$ cat src/rtl/mov_arbiter_ctrl.sv
// Round-robin arbiter sharing one register-to-register move path between two requesters.
// Accept -> READ -> WRITE -> done pulse (3 cycles/move); ready only offered in IDLE.
module mov_arbiter_ctrl #(
   parameter int N  = 32,
   parameter int A  = 5,
   parameter int CW = 16
) (
   input  logic          clk,
   input  logic          rst,
   input  logic          req0_valid,
   input  logic [A-1:0]  req0_src,
   input  logic [A-1:0]  req0_dst,
   output logic          req0_ready,
   input  logic          req1_valid,
   input  logic [A-1:0]  req1_src,
   input  logic [A-1:0]  req1_dst,
   output logic          req1_ready,
   output logic [A-1:0]  rf_raddr,
   input  logic [N-1:0]  rf_rdata,
   output logic          rf_we,
   output logic [A-1:0]  rf_waddr,
   output logic [N-1:0]  rf_wdata,
   output logic [1:0]    done,
   output logic          busy,
   output logic [CW-1:0] move_count
);

   typedef enum logic [1:0] {S_IDLE, S_READ, S_WRITE} state_t;

   state_t        r_state;
   logic          r_last;
   logic          r_owner;
   logic [A-1:0]  r_src;
   logic [A-1:0]  r_dst;
   logic [N-1:0]  r_data;
   logic [1:0]    r_done;
   logic [CW-1:0] r_count;

   logic          w_idle;
   logic          w_accept;
   logic          w_gnt;
   logic [A-1:0]  w_cmd_src;
   logic [A-1:0]  w_cmd_dst;

   // With both valid, the requester that did not win last time gets the grant.
   assign w_idle    = (r_state == S_IDLE);
   assign w_gnt     = (req0_valid && req1_valid) ? ~r_last : req1_valid;
   assign w_accept  = w_idle && (req0_valid || req1_valid);
   assign w_cmd_src = w_gnt ? req1_src : req0_src;
   assign w_cmd_dst = w_gnt ? req1_dst : req0_dst;

   assign req0_ready = w_accept && !w_gnt;
   assign req1_ready = w_accept && w_gnt;

   always_ff @(posedge clk or posedge rst) begin
      if (rst) begin
         r_state <= S_IDLE;
         r_last  <= 1'b1;
         r_owner <= 1'b0;
         r_src   <= '0;
         r_dst   <= '0;
         r_data  <= '0;
         r_done  <= 2'b00;
         r_count <= '0;
      end else begin
         r_done <= 2'b00;
         case (r_state)
            S_IDLE: begin
               if (w_accept) begin
                  r_src   <= w_cmd_src;
                  r_dst   <= w_cmd_dst;
                  r_owner <= w_gnt;
                  r_last  <= w_gnt;
                  r_state <= S_READ;
               end
            end
            S_READ: begin
               r_data  <= rf_rdata;
               r_state <= S_WRITE;
            end
            S_WRITE: begin
               r_done  <= r_owner ? 2'b10 : 2'b01;
               r_count <= r_count + CW'(1);
               r_state <= S_IDLE;
            end
            default: r_state <= S_IDLE;
         endcase
      end
   end

   // Port outputs decode the registered state so reset drops them immediately.
   assign rf_raddr   = (r_state == S_READ)  ? r_src  : '0;
   assign rf_we      = (r_state == S_WRITE);
   assign rf_waddr   = (r_state == S_WRITE) ? r_dst  : '0;
   assign rf_wdata   = (r_state == S_WRITE) ? r_data : '0;
   assign done       = r_done;
   assign busy       = !w_idle;
   assign move_count = r_count;

endmodule

$ cat config.mk
export PLATFORM = sky130hd
export DESIGN_NAME = mov_arbiter_ctrl
export DESIGN_NICKNAME = d
export VERILOG_FILES = /design/src/rtl/mov_arbiter_ctrl.sv
export SDC_FILE = /design/constraint.sdc
export NUM_CORES = 1
export LEC_CHECK = 0
export CAP_MARGIN = 15
export CORE_MARGIN = 3
export CORE_UTILIZATION = 46
export DETAILED_ROUTE_END_ITERATION = 10
export PLACE_DENSITY = 0.86
export SYNTH_ARGS = -nofsm -noshare
export SYNTH_HDL_FRONTEND = slang
export SYNTH_SLANG_ARGS = --single-unit
$ cat constraint.sdc
create_clock -name clk -period 2.9 [get_ports clk]
set_input_delay 0.435 -clock clk [delete_from_list [all_inputs] [get_ports clk]]
set_output_delay 0.435 -clock clk [all_outputs]
set_load 0.01 [all_outputs]
## After elaboration in Yosys (flattened, before gate mapping)

Index checks and enable logic that the tools add are counted.

- Memories: 0
- Bits in read-only memories: 0
- Word-level logic and storage cells: 32
- Bits of input ports: 56
- Bits in writable memories: 0
- Output and inout port bits: 64
- Flip-flop bits (word level): 64
- Bits in latches: 0

- Bitwise gates (word level): 1
- Reduce and logical (&&, ||, !) cells: 9
- Multipliers: 0
- Order comparisons: 0
- Shift operators: 0
- Eq/ne operators: 3
- Muxes and demuxes: 10
- Add/subtract/negate cells: 1
- Div/mod/pow operators: 0

Operators with widths:

| operator | count |
|---|---|
| $mux W32 | 1 |
| $mux W5 | 4 |
| $add A16 B1 Y16 const B | 1 |
| $mux W2 | 3 |
| $logic_and A1 B1 Y1 | 4 |
| $pmux W2 S2 | 1 |
| $eq A2 B1 Y1 const B | 1 |
| $eq A2 B2 Y1 const B | 1 |
| $logic_not A1 Y1 | 2 |
| $logic_not A2 Y1 | 1 |
| $ne A2 B1 Y1 const B | 1 |
| $reduce_and A2 Y1 | 1 |
| $logic_or A1 B1 Y1 | 1 |
| $mux W1 | 1 |
| $not A1 Y1 | 1 |

## Logic depth before layout (Yosys ltp)

Gate-level depths: netlist (run 1).

- Word-level depth: 4
- Depth in mapped cells: 5
- Gate-level depth less buffers: 5

## Worst setup path after synthesis (run 1)

Ideal clock, no wire load.

- Kind: register -> output
- Start: reg r_state[0]
- End: out rf_wdata[23]
- Arrival time: 1.130 ns
- Setup slack: 1.335 ns
- Stages on the path, launching flop included: 5
- Data required time: 2.465 ns
- Buffers on the path: 2
- Path through: dfrtp_1 nor2b_4 buf_6 clkbuf_1 and2_1

- Word-level cells in the longest chain between the ends: 2

RTL lines:

| what | line | RTL |
|---|---|---|
| start: declaration | 30 | `state_t r_state;` |
| start signal: assignment | 57 | `r_state <= S_IDLE;` |
| start signal: assignment | 74 | `r_state <= S_READ;` |
| start signal: assignment | 79 | `r_state <= S_WRITE;` |
| $eq A2 B2 Y1 | -- |  |
| named net rf_we | 20 | `output logic rf_we,` |
| $mux W32 | 95 | `assign rf_wdata = (r_state == S_WRITE) ? r_data : '0;` |
| end: declaration | 22 | `output logic [N-1:0] rf_wdata,` |

The timed path passes the listed nets, and every way through them passes these cells.

## Worst setup path after layout (run 1)

- Start: reg r_state[0]
- End: out rf_wdata[25]

- Word-level cells in the longest chain between the ends: 2

RTL lines:

| what | line |
|---|---|
| $eq A2 B2 Y1 | 95 |
| $mux W32 | 95 |

No other way between the ends.

==> key figures, run 1 <==
Layout
  – Top library cells by usage in the layout, fill and taps aside: 119 x clkdlybuf4s50_1, 63 x dfrtp_1, 44 x and2_1
  – Utilization after layout: slightly above 70%
  – Area overhead of the layout relative to synthesis: 51.6%
  – Number of antenna cells inserted: 0
  – Final-layout fill cell count: about 430
  – Layout cell share with drive strength beyond 1: about 16%
  – Final #Nets: 408
  – Commonest non-fill, non-tap cell in the layout: clkdlybuf4s50_1
  – Fin cells: 431

Routing
  – Final ANT Viol Nets: 0
  – Routed wirelength normalized by instance count: between 10 and 15 um
  – Number of vias per cell after detailed routing: 5.07
  – Drt drc: 0
  – First DRT Iteration DRCs: ~100
  – Detailed-router iteration count before antenna repair: 4
  – Via count of the routed design: approximately 2200
  – Total Routed Length: 6380 um

Clock tree
  – Number of buffers added by the clock tree synthesis step: 9
  – Number of clock sinks: 64
  – Post-CTS Hold Fix Bufs: 0
  – Quantity of gates resized following cts: 0
  – TritonCTS clock tree: yes
  – Register clock-pin slew on the reported worst setup and hold paths: 0.06 ns
  – Clock H-tree levels: 3
  – Clock root cell: clkbuf_8
  – Clock latency on the worst-skew pair: ~0.32 ns
  – Maximum root-to-sink buffer count: 2
  – Number of post-CTS setup repair buffers: 0

Global route
  – Most used routing layer in global routing: met2
  – Met2 demand-to-capacity share in global routing: a little under a third
  – GRT overflow: 0
  – Met3 usage: roughly 5.6%
  – Global routing usage on met1: 24.2%
  – Total GRT Usage: about a fifth
  – Wire length of the first global-routing pass: roughly 11000 um
  – Initial antenna violation count: 0
  – Vias in the first global route: about 2300
  – Pin count of the biggest net entering global routing: 39

Placement
  – Setup slack after placement: approximately 0.47 ns
  – Port Buffer Count: 119
  – Global placer's final weighted congestion: about 0.74
  – Number of placed cells counting well taps: roughly 420
  – HPWL after DPL: about 4800 um

Critical path
  – Critical Path Slowest Stage Cell: clkdlybuf4s50_1
  – Worst setup path class: flop to output pin
  – Largest fanout on the critical path: 26
  – Bufs and invs on worst path: 2
  – CP Launch Type: flop
  – Cell-by-cell listing of the critical path: nor2b_4 -> buf_4 -> and2_1 -> clkdlybuf4s50_1
  – Worst path arrival time: between 2 and 2.5 ns
  – Kind of capture point of the worst setup path: output pin
  – Largest stage delay, worst path: roughly 0.54 ns
  – CP Data Required Time: about 2.5 ns
  – Family with the most delay on the worst path: buffers and inverters

Synth
  – Share of the yosys chip area belonging to registers: a little under three fifths
  – Net count after synthesis: between 200 and 300
  – Syn avg cell area: 12.5 um^2
  – Synthesized instance count: 228
  – Top cells by area in the synthesized netlist: dfrtp_1 55%, mux2_2 13%, and2_1 9.7%
  – Post-synthesis register bit count: 64
  – Share of Yosys cell area claimed by the top area cell type: 55.4%
  – Synth warn: 0
  – Cell type contributing the most total cell area after synthesis: dfrtp_1
  – Total standard cell area after synthesis: 2850 um^2
  – Count of different cell masters after synthesis: 30

Power
  – Leakage dissipation: 1.88 nW
  – Maximum vdd drop: roughly 500 uV
  – Power per unit of standard cell area: approximately 920 nW/um^2

Floorplan
  – Num ports: 120
  – Core area: between 5000 and 6000 um^2
  – Die boundary width: between 80 and 90 um
  – Die Area: just over 7000 um^2
  – Effective utilization at floorplan: a little under half
  – Standard-cell row count: 28
  – Vert. Die Dim: around 85 um

Timing
  – Final-report setup violation count: 0
  – Sum of negative setup slack: 0 ns
  – F_max: about 400 MHz
  – Worst setup margin: 0.326 ns
  – Shortest clock period the worst path allows after layout: around 2.6 ns
  – Worst slew margin relative to its limit: around 44%
  – Worst Tran Pin Value: 0.829 ns
  – Fraction of the cycle the final worst path needs: roughly nine tenths
  – Final slew viol count: 0
  – Hold violation total from the final report: 0
  – Worst Clk Skew: between 0.003 and 0.004 ns
  – Unrepaired setup endpoints after global routing: no

Hold path
  – Worst hold path class: flop to flop

Job
  – Max-Cap Viols: 0

Status
  – Outcome: complete, no violations
-- cell families (layout without fill, tap and decap cells) --
family                     count (synthesis)  count (layout)  share of synthesized area, %
DFF                                       64              64                          56.3
xor gates and xnor gates                  15              15                          4.62
muxes                                     33              33                          13.1
adders and majority gates                  1               1                         0.440
AOI/OAI and AO/OA                         13              13                          4.22
buffers and inverters                     28             156                          4.44
and+or+nand+nor                           74              74                          16.9
-- sequential cells by signal, summed over array words and instances, names as in the netlist --
name / flops
r_last: 1
move_count: 16
r_data: 32
r_src: 5
r_dst: 5
done: 2
r_state: 2
r_owner: 1
-- metrics by stage --
stage,cell area [um^2],total power (W),hold slack [ns]
final,4310,0.00396,0.446
after global routing,4310,0.00423,0.460
after CTS,4310,0.00401,0.449
after detailed placement,4110,0.00324,0.441
after global placement,4110,0.00317,0.434
after floorplan,2850,0.00248,0.417
-- report_power, final --
| group | switching, W | internal [W] |
|---|---|---|
| sequential | 0.000212 | 0.00127 |
| combinational | 0.000695 | 0.00102 |
| clock | 0.000313 | 0.000442 |
-- worst register-to-register path: stages, from the launching register on --
cell and delay [ns]:
dfrtp_1 0.43, nor2b_4 0.33, buf_4 0.34, nand4_4 0.21, nor4_4 0.32, xor2_1 0.17
-- metal layers --
metal	share of wire (%)	vias to the layer above	routed length [um]
li1	-	1018	-
met5	0	-	0
met3	7.3	13	468
met2	49	83	3120
met1	42	1072	2670
met4	1.8	0	116
-- worst paths after layout --
check | start | to | slack [ns] | cells past startpoint
worst min-delay path | r_owner | done[0] | 0.45 | 1
worst min register to register | r_owner | done[0] | 0.45 | 1
min in group asynchronous | rst | move_count[13] | 0.49 | 2
max in group asynchronous | rst | r_last | 1.74 | 3
worst max register to register | r_state[0] | move_count[15] | 1.03 | 5
worst max-delay path | r_state[0] | rf_wdata[25] | 0.33 | 4
-- synth_stat cells --
cell type and instances:
o21ai_1 1, dfstp_2 1, nand3_2 1, buf_6 1
nor2b_1 1, and3_1 2, nand3_1 2, nand2b_1 2
buf_4 2, nor3_1 3, nand4_1 3, a21o_1 2
and2b_1 1, xor2_1 7, mux2_2 33, and2_1 44
and4_1 1, xnor2_1 8, a222oi_1 10, nor2b_4 1
ha_1 1, nor2_1 4, nand4_4 1, inv_1 16
nand2_1 6, and4b_1 1, nor4_4 1, clkbuf_1 4
dfrtp_1 63, buf_2 5
-- final cells by class --
cell class	instances	area (um^2)	share of cell area (%)
Sequential cell	64	1600	37.2
Timing Repair Buffer	124	1240	28.8
Clock buffer	13	159	3.68
Inverter	16	60.1	1.39
Clock inverter	3	40.0	0.928
Tap cell	75	93.8	2.18
Multi-Input combinational cell	136	1120	25.9
Power figures use the tool's default switching activity.
==> inputs of run 2 (changes only) <==
--- a/config.mk
+++ b/config.mk
@@ -7,9 +7,10 @@
 export LEC_CHECK = 0
 export CAP_MARGIN = 15
 export CORE_MARGIN = 3
-export CORE_UTILIZATION = 46
+export CORE_UTILIZATION = 40
 export DETAILED_ROUTE_END_ITERATION = 10
-export PLACE_DENSITY = 0.86
+export PLACE_DENSITY = 0.76
 export SYNTH_ARGS = -nofsm -noshare
 export SYNTH_HDL_FRONTEND = slang
 export SYNTH_SLANG_ARGS = --single-unit
+export TNS_END_PERCENT = 10
==> key figures, run 2 (synthesis gave the netlist of run 1 again) <==
Status
  – Outcome: complete, no violations

Global route
  – GRT overflow: 0 (unchanged)
  – Vias in the first global route: 2132 (-8.2%)
  – Pin count of the biggest net entering global routing: 37 (-5.1%)
  – Wire length of the first global-routing pass: 10600 um (-2.6%)
  – Initial antenna violation count: 0 (unchanged)
  – Total GRT Usage: 16.5% (-2.6 points)

Clock tree
  – Clock root cell: clkbuf_8
  – Quantity of gates resized following cts: 0 (unchanged)
  – Clock latency on the worst-skew pair: 0.32 ns (about the same)
  – Clock H-tree levels: 3 (unchanged)
  – Number of buffers added by the clock tree synthesis step: 9 (unchanged)
  – Number of clock sinks: 64 (unchanged)
  – Post-CTS Hold Fix Bufs: 0 (unchanged)
  – Register clock-pin slew on the reported worst setup and hold paths: 0.06 ns (about the same)
  – Number of post-CTS setup repair buffers: 0 (unchanged)
  – TritonCTS clock tree: yes
  – Maximum root-to-sink buffer count: 2 (unchanged)

Timing
  – Worst Clk Skew: 0.00712 ns (+0.00326 ns)
  – Shortest clock period the worst path allows after layout: 2.55 ns (-0.0269 ns)
  – Final-report setup violation count: 0 (unchanged)
  – F_max: 393 MHz (+1.1%)
  – Worst slew margin relative to its limit: 41.9% (-2.4 points)
  – Unrepaired setup endpoints after global routing: no
  – Fraction of the cycle the final worst path needs: 87.8% (-0.93 points)
  – Hold violation total from the final report: 0 (unchanged)
  – Sum of negative setup slack: 0 ns (unchanged)
  – Worst Tran Pin Value: 0.865 ns (+0.0355 ns)
  – Final slew viol count: 0 (unchanged)

Routing
  – Total Routed Length: 6470 um (+1.5%)
  – Met1 WL: 2760 um (+3.1%)
  – Routed wirelength normalized by instance count: 14.4 um (-3.0%)
  – Drt drc: 0 (unchanged)
  – Detailed route wirelength on metal3: 524 um (+12%)
  – First DRT Iteration DRCs: 77 (-26%)
  – Via count of the routed design: 2123 (-2.9%)
  – Detailed-router iteration count before antenna repair: 4 (unchanged)
  – Routed length on met2: 3130 um (+0.35%)
  – Final ANT Viol Nets: 0 (unchanged)
  – Number of vias per cell after detailed routing: 4.71 (-7.2%)
  – Top layer used by detailed routing: met4

Critical path
  – Worst path arrival time: 2.11 ns (-0.03 ns)
  – CP Data Required Time: 2.47 ns (about the same)
  – Cell-by-cell listing of the critical path: nor2_1 -> and3_1 -> clkdlybuf4s50_1
  – Largest fanout on the critical path: 13 (-50%)
  – Bufs and invs on worst path: 1 (-1)
  – Family with the most delay on the worst path: simple AND/OR/NAND/NOR gates
  – Largest stage delay, worst path: 0.63 ns (+0.09 ns)
  – Worst setup path class: flop to output pin
  – Kind of capture point of the worst setup path: output pin
  – CP Launch Type: flop
  – Critical Path Slowest Stage Cell: clkdlybuf4s50_1

Placement
  – Global placer's final weighted congestion: 0.787 (+5.7%)
  – HPWL after DPL: 4850 um (+1.1%)
  – Port Buffer Count: 119 (unchanged)
  – Placement-stage cell area: 4130 um^2 (+0.46%)

Layout
  – Layout cell share with drive strength beyond 1: 16.1% (-0.24 points)
  – Top library cells by usage in the layout, fill and taps aside: 119 x clkdlybuf4s50_1, 63 x dfrtp_1, 44 x and2_1
  – Commonest non-fill, non-tap cell in the layout: clkdlybuf4s50_1
  – Top register by number of flip-flops: r_data
  – Number of flip-flops in the largest register: 32 (unchanged)
  – Area overhead of the layout relative to synthesis: 51.1%
  – Final #Nets: 407 (-0.25%)
  – Area of all placed cells without fillers: 4300 um^2 (-0.35%)
  – Number of antenna cells inserted: 0 (unchanged)

Floorplan
  – Die boundary width: 90.3 um (+6.7%)
  – Die Area: 8160 um^2 (+14%)
  – Num ports: 120 (unchanged)
  – Core area: 6830 um^2 (+15%)
  – Vert. Die Dim: 90.3 um (+6.7%)
  – Effective utilization at floorplan: 41.6% (-6.1 points)
  – Standard-cell row count: 30 (+7.1%)

Hold path
  – Worst hold path class: flop to flop

Power
  – Power per unit of standard cell area: 894 nW/um^2 (-2.6%)
  – Maximum vdd drop: 573 uV (+14%)
  – Leakage dissipation: 1.86 nW (-0.99%)

Job
  – Max-Cap Viols: 0 (unchanged)
## run 2: cell type report
class	instances	area [um^2]
Multi-Input combinational cell	136	1120
Fill cell	570	2530
Inverter	16	60.1
Sequential cell	64	1600
Clock inverter	4	20.0
Timing Repair Buffer	123	1230
Tap cell	96	120
Clock buffer	12	145
## run 2: per-layer routing
metal	GRT usage, %	vias to the layer above
li1	-	1011
met1	20.4	1029
met2	26.0	77
met3	6.42	6
met4	6.51	0
met5	0	-
## run 2: metrics by stage
step	utilization [%]	total power (W)	setup WS, ns	hold slack (ns)	cells
detailed placement	60.5	0.00324	0.467	0.444	435
global placement	60.5	0.00319	0.523	0.448	435
global route	62.9	0.00411	0.232	0.478	451
finish	62.9	0.00384	0.353	0.449	451
floorplan	-	0.00248	0.869	0.417	228
CTS	62.9	0.00390	0.341	0.453	451
## run 2: report_power, final
part           leakage [nW]  switching (W)  internal [W]  total, W
sequential            0.787       0.000217       0.00127   0.00149
combinational         0.988       0.000687       0.00101   0.00170
clock                0.0899       0.000321      0.000328  0.000649
## run 2: worst paths after layout
kind,start,end,slack [ns],cells past startpoint
worst min register to register,r_owner,done[0],0.45,1
max in group asynchronous,rst,r_data[25],1.77,3
worst max-delay path,r_state[0],req1_ready,0.35,3
min in group asynchronous,rst,r_data[11],0.51,2
worst min-delay path,r_owner,done[0],0.45,1
worst max register to register,r_state[1],r_data[22],1.17,3
==> inputs of run 3 (changes only) <==
==> constraint.sdc (replaced) <==
create_clock -name clk -period 2.8 [get_ports clk]
set_input_delay 0.42 -clock clk [delete_from_list [all_inputs] [get_ports clk]]
set_output_delay 0.42 -clock clk [all_outputs]
set_load 0.01 [all_outputs]
==> key figures, run 3 (synthesis gave the netlist of run 1 again) <==
Status
  – Outcome: complete, no violations

Routing
  – Total Routed Length: 6530 um (+0.93%)
  – Routed wirelength normalized by instance count: 14.5 um (+0.93%)
  – First DRT Iteration DRCs: 67 (-13%)
  – Number of vias per cell after detailed routing: 4.71 (+0.14%)
  – Final ANT Viol Nets: 0 (unchanged)
  – Drt drc: 0 (unchanged)
  – Detailed-router iteration count before antenna repair: 4 (unchanged)
  – Via count of the routed design: 2126 (+0.14%)

Clock tree
  – Clock latency on the worst-skew pair: 0.32 ns (about the same)
  – Clock H-tree levels: 3 (unchanged)
  – Post-CTS Hold Fix Bufs: 0 (unchanged)
  – Clock root cell: clkbuf_8
  – Quantity of gates resized following cts: 0 (unchanged)
  – Number of clock sinks: 64 (unchanged)
  – Number of post-CTS setup repair buffers: 0 (unchanged)
  – Register clock-pin slew on the reported worst setup and hold paths: 0.06 ns (about the same)
  – TritonCTS clock tree: yes
  – Number of buffers added by the clock tree synthesis step: 9 (unchanged)
  – Maximum root-to-sink buffer count: 2 (unchanged)

Timing
  – Sum of negative setup slack: 0 ns (unchanged)
  – Worst slew margin relative to its limit: 44.2% (+2.2 points)
  – Unrepaired setup endpoints after global routing: no
  – Final slew viol count: 0 (unchanged)
  – F_max: around 390 MHz
  – Smallest hold slack: 0.459 ns (+0.0102 ns)
  – Fraction of the cycle the final worst path needs: approximately nine tenths
  – Shortest clock period the worst path allows after layout: 2.54 ns
  – Worst Tran Pin Value: 0.831 ns (-0.0335 ns)
  – Worst Clk Skew: 0.0107 ns (+0.00361 ns)
  – Hold violation total from the final report: 0 (unchanged)
  – Final-report setup violation count: 0 (unchanged)

Global route
  – Vias in the first global route: 2215 (+3.9%)
  – Wire length of the first global-routing pass: 10900 um (+2.3%)
  – Total GRT Usage: 16.7% (+0.18 points)
  – Initial antenna violation count: 0 (unchanged)
  – GRT overflow: 0 (unchanged)
  – Pin count of the biggest net entering global routing: 34 (-8.1%)

Critical path
  – CP Data Required Time: 2.38 ns (-0.09 ns)
  – Worst setup path class: flop to output pin
  – Largest fanout on the critical path: 13 (unchanged)
  – Kind of capture point of the worst setup path: output pin
  – Worst path arrival time: 2.12 ns (about the same)
  – CP Launch Type: flop

Placement
  – Global placer's final weighted congestion: 0.783 (-0.43%)
  – HPWL after DPL: 4910 um (+1.2%)
  – Port Buffer Count: 119 (unchanged)

Layout
  – Commonest non-fill, non-tap cell in the layout: clkdlybuf4s50_1
  – Top register by number of flip-flops: r_data
  – Number of antenna cells inserted: 0 (unchanged)
  – Layout cell share with drive strength beyond 1: 16.1% (unchanged)
  – Final-layout fill cell count: 589 (+3.3%)
  – Top library cells by usage in the layout, fill and taps aside: 119 x clkdlybuf4s50_1, 63 x dfrtp_1, 44 x and2_1
  – Area of combinational cells with multiple inputs: 1120 um^2 (unchanged)
  – Final #Nets: 407 (unchanged)
  – Area of all sequential standard cells: 1600 um^2 (unchanged)
  – Number of flip-flops in the largest register: 32 (unchanged)
  – Area overhead of the layout relative to synthesis: 51.1% (unchanged)

Hold path
  – Worst hold path class: flop to flop

Floorplan
  – Num ports: 120 (unchanged)
  – Standard-cell row count: 30 (unchanged)
  – Effective utilization at floorplan: 41.6% (unchanged)
  – Die boundary width: 90.3 um (unchanged)
  – Vert. Die Dim: 90.3 um (unchanged)
  – Core area: 6830 um^2 (unchanged)
  – Die Area: 8160 um^2 (unchanged)

Power
  – Power per unit of standard cell area: 928 nW/um^2 (+3.9%)
  – Maximum vdd drop: 500 uV (-13%)
  – Leakage dissipation: 1.86 nW (unchanged)

Job
  – Max-Cap Viols: 0 (unchanged)
run 3: power breakdown:
group,switching [W],leakage (nW),internal [W]
clock,0.000332,0.0899,0.000340
sequential,0.000235,0.787,0.00132
combinational,0.000714,0.988,0.00105
run 3: layer usage:
metal	routed length, um	vias up	GRT usage (%)
li1	-	1015	-
met1	2690	1017	19.5
met2	3190	83	27.7
met3	527	11	6.17
met4	116	0	7.02
met5	0	-	0
run 3: metrics by stage:
step | util (%) | setup slack, ns | total power, W | cells | cell area [um^2]
2_1_floorplan | - | 0.784 | 0.00257 | 228 | 2850
3_3_place_gp | 60.5 | 0.455 | 0.00330 | 435 | 4130
3_5_place_dp | 60.5 | 0.413 | 0.00337 | 435 | 4130
4_1_cts | 62.9 | 0.267 | 0.00405 | 451 | 4300
5_1_grt | 62.9 | 0.171 | 0.00427 | 451 | 4300
6_report | 62.9 | 0.263 | 0.00399 | 451 | 4300
run 3: worst max-delay path, cell delays in order, from the launching register on:
cell and delay (ns):
dfrtp_1 0.43, nor2_1 0.26, and3_1 0.48, clkdlybuf4s50_1 0.63
run 3: worst paths after layout:
path / from / slack, ns / to / cells after the start
worst max-delay path: r_state[0] / 0.26 / req1_ready / 3
worst min-delay path: r_owner / 0.46 / done[0] / 1
worst max register to register: r_state[1] / 1.07 / r_data[30] / 3
worst min register to register: r_owner / 0.46 / done[0] / 1
max in group asynchronous: rst / 1.66 / r_data[30] / 3
min in group asynchronous: rst / 0.52 / r_data[12] / 2
run 3: cell type report:
type	count	area share, %
clock buffer	12	3.38
clock inverter	4	0.466
inverter	16	1.40
multi-input combinational	136	26.0
sequential	64	37.3
tap	96	2.79
timing repair buffer	123	28.7
